<file path="src/rtl/key_search_collector_pkg.sv">
// Shared constants for the key search collector: FSM encoding, parameter defaults, LED map.
// Latency: n/a (package only).
// Backpressure: n/a (package only).
package ksa_pkg;

  // Default geometry of the cracker array.
  localparam int NUM_CORES_DEF = 4;
  localparam int KEY_W_DEF     = 24;

  // FSM state set (kept as plain 2-bit constants for legacy tools).
  localparam logic [1:0] ST_IDLE   = 2'd0;
  localparam logic [1:0] ST_SEARCH = 2'd1;
  localparam logic [1:0] ST_FOUND  = 2'd2;
  localparam logic [1:0] ST_FAIL   = 2'd3;

  // Board LED bit positions.
  localparam int LED_W      = 10;
  localparam int LED_FOUND  = 0;
  localparam int LED_FAIL   = 1;
  localparam int LED_SEARCH = 2;
  localparam int LED_CORE0  = 6;

  // Width of a core index; never zero so a single-core build still has a port.
  function automatic int idx_width(input int n);
    return (n > 1) ? $clog2(n) : 1;
  endfunction

endpackage

</file>
<file path="src/rtl/key_search_collector_if.sv">
// Core-side and result-side signal bundle between the cracker array and the collector.
// Latency: n/a (wiring only).
// Backpressure: result side is valid/ack; the core side has none, stop_all is the only feedback.
interface key_search_collector_if
  import ksa_pkg::*;
#(
  parameter int NUM_CORES = NUM_CORES_DEF,
  parameter int KEY_W     = KEY_W_DEF
);
  localparam int IDX_W = idx_width(NUM_CORES);

  logic [NUM_CORES-1:0]       core_found;
  logic [NUM_CORES-1:0]       core_done;
  logic [NUM_CORES*KEY_W-1:0] core_key;
  logic                       stop_all;
  logic                       result_valid;
  logic                       result_ack;
  logic [KEY_W-1:0]           result_key;
  logic [IDX_W-1:0]           result_core;

  // Environment side: cores plus the downstream result consumer.
  modport master (
    output core_found, core_done, core_key, result_ack,
    input  stop_all, result_valid, result_key, result_core
  );

  // Collector side.
  modport slave (
    input  core_found, core_done, core_key, result_ack,
    output stop_all, result_valid, result_key, result_core
  );
endinterface

</file>
<file path="src/rtl/key_search_collector_prio_enc.sv">
// Lowest-index-wins priority encoder over the per-core found pulses.
// Latency: purely combinational.
// Backpressure: none.
module core_prio_enc #(
  parameter int N     = 4,
  parameter int IDX_W = 2
) (
  input  logic [N-1:0]     req,
  output logic [IDX_W-1:0] idx,
  output logic             any
);

  // Scan from the top down so the lowest asserted index overwrites last and wins.
  always_comb begin
    idx = '0;
    for (int i = N - 1; i >= 0; i--) begin
      if (req[i]) idx = IDX_W'(i);
    end
  end

  assign any = |req;

endmodule

</file>
<file path="src/rtl/key_search_collector.sv">
// Watches N cracker cores, latches the first winning key (or total failure) and halts the array.
// Latency: result/stop_all/LEDR registered, visible the cycle after the deciding edge.
// Backpressure: result held stable until result_ack; no new campaign accepted until then.
module key_search_collector
  import ksa_pkg::*;
#(
  parameter int NUM_CORES = NUM_CORES_DEF,
  parameter int KEY_W     = KEY_W_DEF
) (
  input  logic                   CLOCK_50,
  input  logic                   reset_n,
  input  logic                   start,
  key_search_collector_if.slave  bus,
  output logic [31:0]            elapsed,
  output logic [LED_W-1:0]       LEDR
);

  localparam int IDX_W = idx_width(NUM_CORES);

  logic [1:0]           state;
  logic [NUM_CORES-1:0] done_mask;
  logic [IDX_W-1:0]     win_idx;
  logic                 win_any;
  logic                 all_done;
  logic [LED_W-1:0]     led_found;
  logic [KEY_W-1:0]     core_keys [NUM_CORES];

  core_prio_enc #(
    .N     (NUM_CORES),
    .IDX_W (IDX_W)
  ) u_prio_enc (
    .req (bus.core_found),
    .idx (win_idx),
    .any (win_any)
  );

  for (genvar g = 0; g < NUM_CORES; g++) begin : g_key_slice
    assign core_keys[g] = bus.core_key[g*KEY_W +: KEY_W];
  end

  // A core that finished earlier or finishes this cycle both count toward exhaustion.
  assign all_done = &(done_mask | bus.core_done);

  // LED image shown while FOUND: found lamp plus the lamp of the winning core.
  always_comb begin
    led_found            = '0;
    led_found[LED_FOUND] = 1'b1;
    for (int i = 0; i < NUM_CORES; i++) begin
      if ((LED_CORE0 + i < LED_W) && (win_idx == IDX_W'(i))) led_found[LED_CORE0 + i] = 1'b1;
    end
  end

  // Campaign FSM; every output is a flop so nothing combinational reaches the pins.
  always_ff @(posedge CLOCK_50 or negedge reset_n) begin
    if (!reset_n) begin
      state            <= ST_IDLE;
      done_mask        <= '0;
      elapsed          <= '0;
      LEDR             <= '0;
      bus.stop_all     <= 1'b0;
      bus.result_valid <= 1'b0;
      bus.result_key   <= '0;
      bus.result_core  <= '0;
    end else begin
      case (state)
        ST_IDLE: begin
          if (start) begin
            state            <= ST_SEARCH;
            done_mask        <= '0;
            elapsed          <= '0;
            LEDR             <= '0;
            LEDR[LED_SEARCH] <= 1'b1;
          end
        end
        ST_SEARCH: begin
          done_mask <= done_mask | bus.core_done;
          if (elapsed != 32'hFFFF_FFFF) elapsed <= elapsed + 32'd1;
          // A match beats exhaustion when both land on the same edge.
          if (win_any) begin
            state            <= ST_FOUND;
            bus.result_key   <= core_keys[win_idx];
            bus.result_core  <= win_idx;
            bus.stop_all     <= 1'b1;
            bus.result_valid <= 1'b1;
            LEDR             <= led_found;
          end else if (all_done) begin
            state            <= ST_FAIL;
            bus.result_key   <= '0;
            bus.result_core  <= '0;
            bus.stop_all     <= 1'b1;
            bus.result_valid <= 1'b1;
            LEDR             <= '0;
            LEDR[LED_FAIL]   <= 1'b1;
          end
        end
        ST_FOUND, ST_FAIL: begin
          // Result fields are left alone on ack so the last answer stays readable.
          if (bus.result_ack) begin
            state            <= ST_IDLE;
            bus.stop_all     <= 1'b0;
            bus.result_valid <= 1'b0;
            LEDR             <= '0;
          end
        end
        default: state <= ST_IDLE;
      endcase
    end
  end

endmodule

</file>
<file path="src/flat_wrapper.sv">
// flat-port wrapper written by rule: the top's interface ports become plain ports
module key_search_collector_flat import ksa_pkg::*;
#(
  parameter int NUM_CORES = NUM_CORES_DEF,
  parameter int KEY_W     = KEY_W_DEF
)
  (CLOCK_50, reset_n, start, elapsed, LEDR, bus_core_found, bus_core_done, bus_core_key, bus_result_ack, bus_stop_all, bus_result_valid, bus_result_key, bus_result_core);
  key_search_collector_if #(.NUM_CORES(NUM_CORES), .KEY_W(KEY_W)) bus_i ();
  input  logic CLOCK_50;
  input  logic reset_n;
  input  logic start;
  output logic [31:0] elapsed;
  output logic [LED_W-1:0] LEDR;
  input wire logic [$bits(bus_i.core_found)-1:0] bus_core_found;
  input wire logic [$bits(bus_i.core_done)-1:0] bus_core_done;
  input wire logic [$bits(bus_i.core_key)-1:0] bus_core_key;
  input wire logic [$bits(bus_i.result_ack)-1:0] bus_result_ack;
  output wire logic [$bits(bus_i.stop_all)-1:0] bus_stop_all;
  output wire logic [$bits(bus_i.result_valid)-1:0] bus_result_valid;
  output wire logic [$bits(bus_i.result_key)-1:0] bus_result_key;
  output wire logic [$bits(bus_i.result_core)-1:0] bus_result_core;
  assign bus_i.core_found = bus_core_found;
  assign bus_i.core_done = bus_core_done;
  assign bus_i.core_key = bus_core_key;
  assign bus_i.result_ack = bus_result_ack;
  assign bus_stop_all = bus_i.stop_all;
  assign bus_result_valid = bus_i.result_valid;
  assign bus_result_key = bus_i.result_key;
  assign bus_result_core = bus_i.result_core;
  key_search_collector #(.NUM_CORES(NUM_CORES), .KEY_W(KEY_W)) u_core (.CLOCK_50(CLOCK_50), .reset_n(reset_n), .start(start), .bus(bus_i), .elapsed(elapsed), .LEDR(LEDR));
endmodule
</file>
<file path="config.mk">
export PLATFORM = sky130hd
export DESIGN_NAME = key_search_collector_flat
export DESIGN_NICKNAME = d
export VERILOG_FILES = /design/src/rtl/key_search_collector_pkg.sv /design/src/rtl/key_search_collector_if.sv /design/src/rtl/key_search_collector_prio_enc.sv /design/src/rtl/key_search_collector.sv /design/src/flat_wrapper.sv
export SDC_FILE = /design/constraint.sdc
export NUM_CORES = 1
export LEC_CHECK = 0
export CORE_ASPECT_RATIO = 0.6
export CORE_MARGIN = 2
export CORE_UTILIZATION = 44
export CTS_BUF_LIST = sky130_fd_sc_hd__clkbuf_4
export CTS_CLUSTER_SIZE = 20
export DETAILED_ROUTE_END_ITERATION = 12
export PLACE_DENSITY_LB_ADDON = 0.08
export SLEW_MARGIN = 20
export SYNTH_ARGS = -nofsm -noshare
export SYNTH_HDL_FRONTEND = slang
export SYNTH_HIERARCHICAL = 1
export SYNTH_SLANG_ARGS = --single-unit
</file>
<file path="constraint.sdc">
create_clock -name CLOCK_50 -period 2.46 [get_ports CLOCK_50]
set_clock_uncertainty 0.05 [all_clocks]
set_input_delay 0.492 -clock CLOCK_50 [delete_from_list [all_inputs] [get_ports CLOCK_50]]
set_output_delay 0.492 -clock CLOCK_50 [all_outputs]
set_load 0.05 [all_outputs]
</file>
==> flow_summary_export.csv <==
group,metric,value,unit
status,status,"complete, no violations",
critical_path,critPathMaxStageDelay,860,ps
logic_synthesis,yosys.cell_types.count,48,
place,pre_cts_ws,-39.8,ps
global_route,gr-total-overflow,0,
detailed_routing,viasPerCell,5.84,
clock_network,cts_resized,0,
critical_path,crit_path_start_kind,"flip-flop",
logic_synthesis,ys_ff_latch,72,
critical_path,worstPathMaxFanout,8,
detailed_routing,ant_nets,0,
sta,slew-limit-headroom,0.512,
logic_synthesis,yosys.area_share.simple,0.158,
power_and_ir_drop,p_int,3330,uW
sta,timing.fmax,423,MHz
sta,period_share,0.961,
global_route,grtUsageTotal,0.256,
detailed_routing,dr_total_vias,3835,
clock_network,cts_num_sinks,72,
logic_synthesis,synth_enable_flop_cells,0,
power_and_ir_drop,vdd_ir_drop_max,0.571,mV
detailed_routing,wl_per_cell,19.0,um
detailed_routing,dr.pass1.iters,4,
clock_network,numCtsBuffers,9,
critical_path,worstPathRequired,1920,ps
die,die_w,127,um
global_route,grt_pass1_vias,3724,
critical_path,crit_slowest_cell,"clkdlybuf4s50_1",
layout,layout.cells.non_filler,657,
global_route,grt_pass1_wl,19.7,mm
logic_synthesis,synth.avg_cell_area,11.2,sq um
die,die-area,0.00991,sq mm
logic_synthesis,syn_area,0.00401,sq mm
sta,setup_viol,0,
place,hpwlAfterDp,9.30,mm
logic_synthesis,synth_top_family_by_area,"compound AO/OA/AOI/OAI gates",
logic_synthesis,synthAdderAreaFrac,0.00312,
layout,final_area,0.00619,sq mm
global_route,grt_max_degree,38,
power_and_ir_drop,leakage,0.00256,uW
hold_path,hold_path.class,"reg2reg",
detailed_routing,drtIter0Drc,269,
place,dpl_cell_area,0.00597,sq mm
power_and_ir_drop,p_sw,2700,uW
critical_path,cp_cell_sequence,"clkdlybuf4s50_1",
clock_network,cts.path.max_buffers,2,
critical_path,endpoint,"elapsed[24]",
logic_synthesis,ys.flop_type,"dfrtp_1",
power_and_ir_drop,comb_power_share,0.522,
clock_network,cts_tree,"yes",
critical_path,path_delay_family,"buffers and inverters",
critical_path,crit_type,"reg2out",
power_and_ir_drop,clkPwrFrac,0.179,
layout,final_nets,648,
logic_synthesis,yosys_warnings,6,
die,ioPinCount,178,
detailed_routing,wl,12.5,mm
die,core_region_area,0.00869,sq mm
die,fp.dieH,77.9,um
die,start_util,0.461,
sta,final.setup.worst_slack,96.1,ps
critical_path,cp-startpoint,"u_core/elapsed[24]$_DFFE_PN0P_",
critical_path,r2r_setup_slack,200,ps
power_and_ir_drop,p_sw_frac,0.448,
sta,drv_slew,0,
power_and_ir_drop,seq_power_share,0.299,
critical_path,timing.rr.end,"u_core/elapsed[16]$_DFFE_PN0P_",
critical_path,crit_cells,1,
logic_synthesis,synth-compound-area-share,0.179,
sta,final_hold_viol_count,0,
critical_path,reg2reg_from,"u_core/elapsed[0]$_DFFE_PN0P_",
sta,rsz0062_at_grt,"no",
detailed_routing,drc,0,
layout,fin_util,0.712,
clock_network,h-tree-depth,3,
sta,period_needed,2360,ps
layout,area_growth,54.4,%
logic_synthesis,ys_async_sr_fraction,1.00,
layout,drive_gt1_frac,0.123,
logic_synthesis,synthXorXnorAreaFrac,0.0262,
place,place_inst,639,
logic_synthesis,muxShareOfSynthArea,0.143,
flow_run,cap_violations,0,
logic_synthesis,synthCells,359,
place,portBuffers,174,
critical_path,endpoint_kind,"output port",
critical_path,r2r_cells,7,
clock_network,cts_root_buffer,"clkbuf_4",
critical_path,cp_num_buf_inv,1,
die,row_count,26,
clock_network,worst_skew_pair.late_latency,440,ps
clock_network,clkSlewWorstSetupHoldPaths,120,ps
place,gp_congestion,0.937,
logic_synthesis,yosysSeqAreaShare,0.450,
global_route,grt_antenna_before_repair,1,
power_and_ir_drop,power_density,975,mW/mm^2
sta,worst_pin_slew,730,ps
critical_path,cp_data_arrival_time,1820,ps
-- what timing repair did --
item	in CTS	in global routing
hold buffers	1	0
hold endpoints to repair	35	0
setup buffers	0	0
-- worst min-delay path by stage --
stage                                                     start                               endpoint  slack (ps)  cells past startpoint
after floorplan                                         reset_n             u_core/LEDR[0]$_DFFE_PN0P_         150                      0
after global placement    u_core/bus.result_core[1]$_DFFE_PN0P_  u_core/bus.result_core[1]$_DFFE_PN0P_         410                      2
final                     u_core/bus.result_core[1]$_DFFE_PN0P_  u_core/bus.result_core[1]$_DFFE_PN0P_         450                      2
after detailed placement  u_core/bus.result_core[1]$_DFFE_PN0P_  u_core/bus.result_core[1]$_DFFE_PN0P_         410                      2
after CTS                 u_core/bus.result_core[1]$_DFFE_PN0P_  u_core/bus.result_core[1]$_DFFE_PN0P_         460                      2
after global routing                 u_core/LEDR[7]$_DFFE_PN0P_             u_core/LEDR[7]$_DFFE_PN0P_         480                      1
-- area by class of cell --
cell class | count | area (sq um)
Antenna cell | 1 | 2.50
Multi-Input combinational cell | 257 | 2070
Fill cell | 631 | 2500
Timing Repair Buffer | 193 | 1950
Tap cell | 112 | 140
Inverter | 6 | 22.5
Clock buffer | 10 | 75.1
Sequential cell | 72 | 1800
Clock inverter | 6 | 131
-- registers in the layout, indices dropped and copies added (netlist names) --
register	flops
u_core/elapsed	32
u_core/bus.result_key	24
u_core/LEDR	7
u_core/done_mask	4
u_core/bus.result_core	2
u_core/state	2
u_core/bus.result_valid	1
-- through the flow --
step | setup TNS [ps] | power [uW] | hold slack [ps]
after floorplan | 0 | 3800 | 146
after detailed placement | -44.3 | 4960 | 412
after global routing | 0 | 6310 | 482
after global placement | 0 | 4890 | 411
final | 0 | 6030 | 450
after CTS | 0 | 6050 | 456
-- metal layers --
layer / vias up / part of all wire / wire length, um / global-route usage
met3: 13 / 0.091 / 1130 / 0.0841
met4: 0 / 0.011 / 136 / 0.0505
met5: - / 0 / 0 / 0
met2: 198 / 0.44 / 5500 / 0.374
li1: 1752 / - / - / -
met1: 1872 / 0.46 / 5690 / 0.376
-- power groups by stage --
stage | clock [uW] | combinational [uW] | sequential [uW]
3_5_place_dp | 0 | 3150 | 1820
2_1_floorplan | 0 | 1020 | 2780
6_report | 1080 | 3150 | 1800
4_1_cts | 1100 | 3150 | 1800
3_3_place_gp | 0 | 3090 | 1800
5_1_grt | 1150 | 3310 | 1850
-- synth_stat cells, drive strengths merged (6+ instances only) --
cell | n | area, sq um
xnor2 | 8 | 70.1
dfrtp | 72 | 1800
o21ai | 7 | 35.0
inv | 6 | 22.5
a21oi | 14 | 73.8
mux4 | 24 | 541
a22o | 37 | 324
nand3 | 18 | 103
clkbuf | 11 | 41.3
nor2 | 26 | 97.6
a31oi | 6 | 37.5
nor3 | 9 | 50.1
nor4 | 9 | 77.6
nand4 | 12 | 75.1
buf | 15 | 98.8
nand2b | 8 | 57.6
nand2 | 30 | 113
-- cells in the final DEF (no fill, tap or decap), types with 6 or more instances in the layout --
cell type          n
a21oi_1           13
clkbuf_4          10
nand3_1           17
xnor2_1            8
clkdlybuf4s50_1  173
nor3_1             7
dfrtp_1           72
o21ai_0            7
nor4_1             7
nand2b_1           7
nor2_1            26
a31oi_1            6
nand2_1           30
a22o_1            37
inv_1              6
buf_4             14
nand4_1           12
mux4_2            24
-- logic make-up (layout without fill, tap and decap cells) --
family / count (synthesis) / in the layout
AO/OA/AOI/OAI: 93 / 93
XOR/XNOR: 12 / 12
adder cells (fa/ha/maj): 1 / 1
buffers and inverters: 32 / 215
flip-flops: 72 / 72
multiplexers: 27 / 27
other: 1 / 4
AND/OR/NAND/NOR: 121 / 121
(Power assumes the default switching activity.)
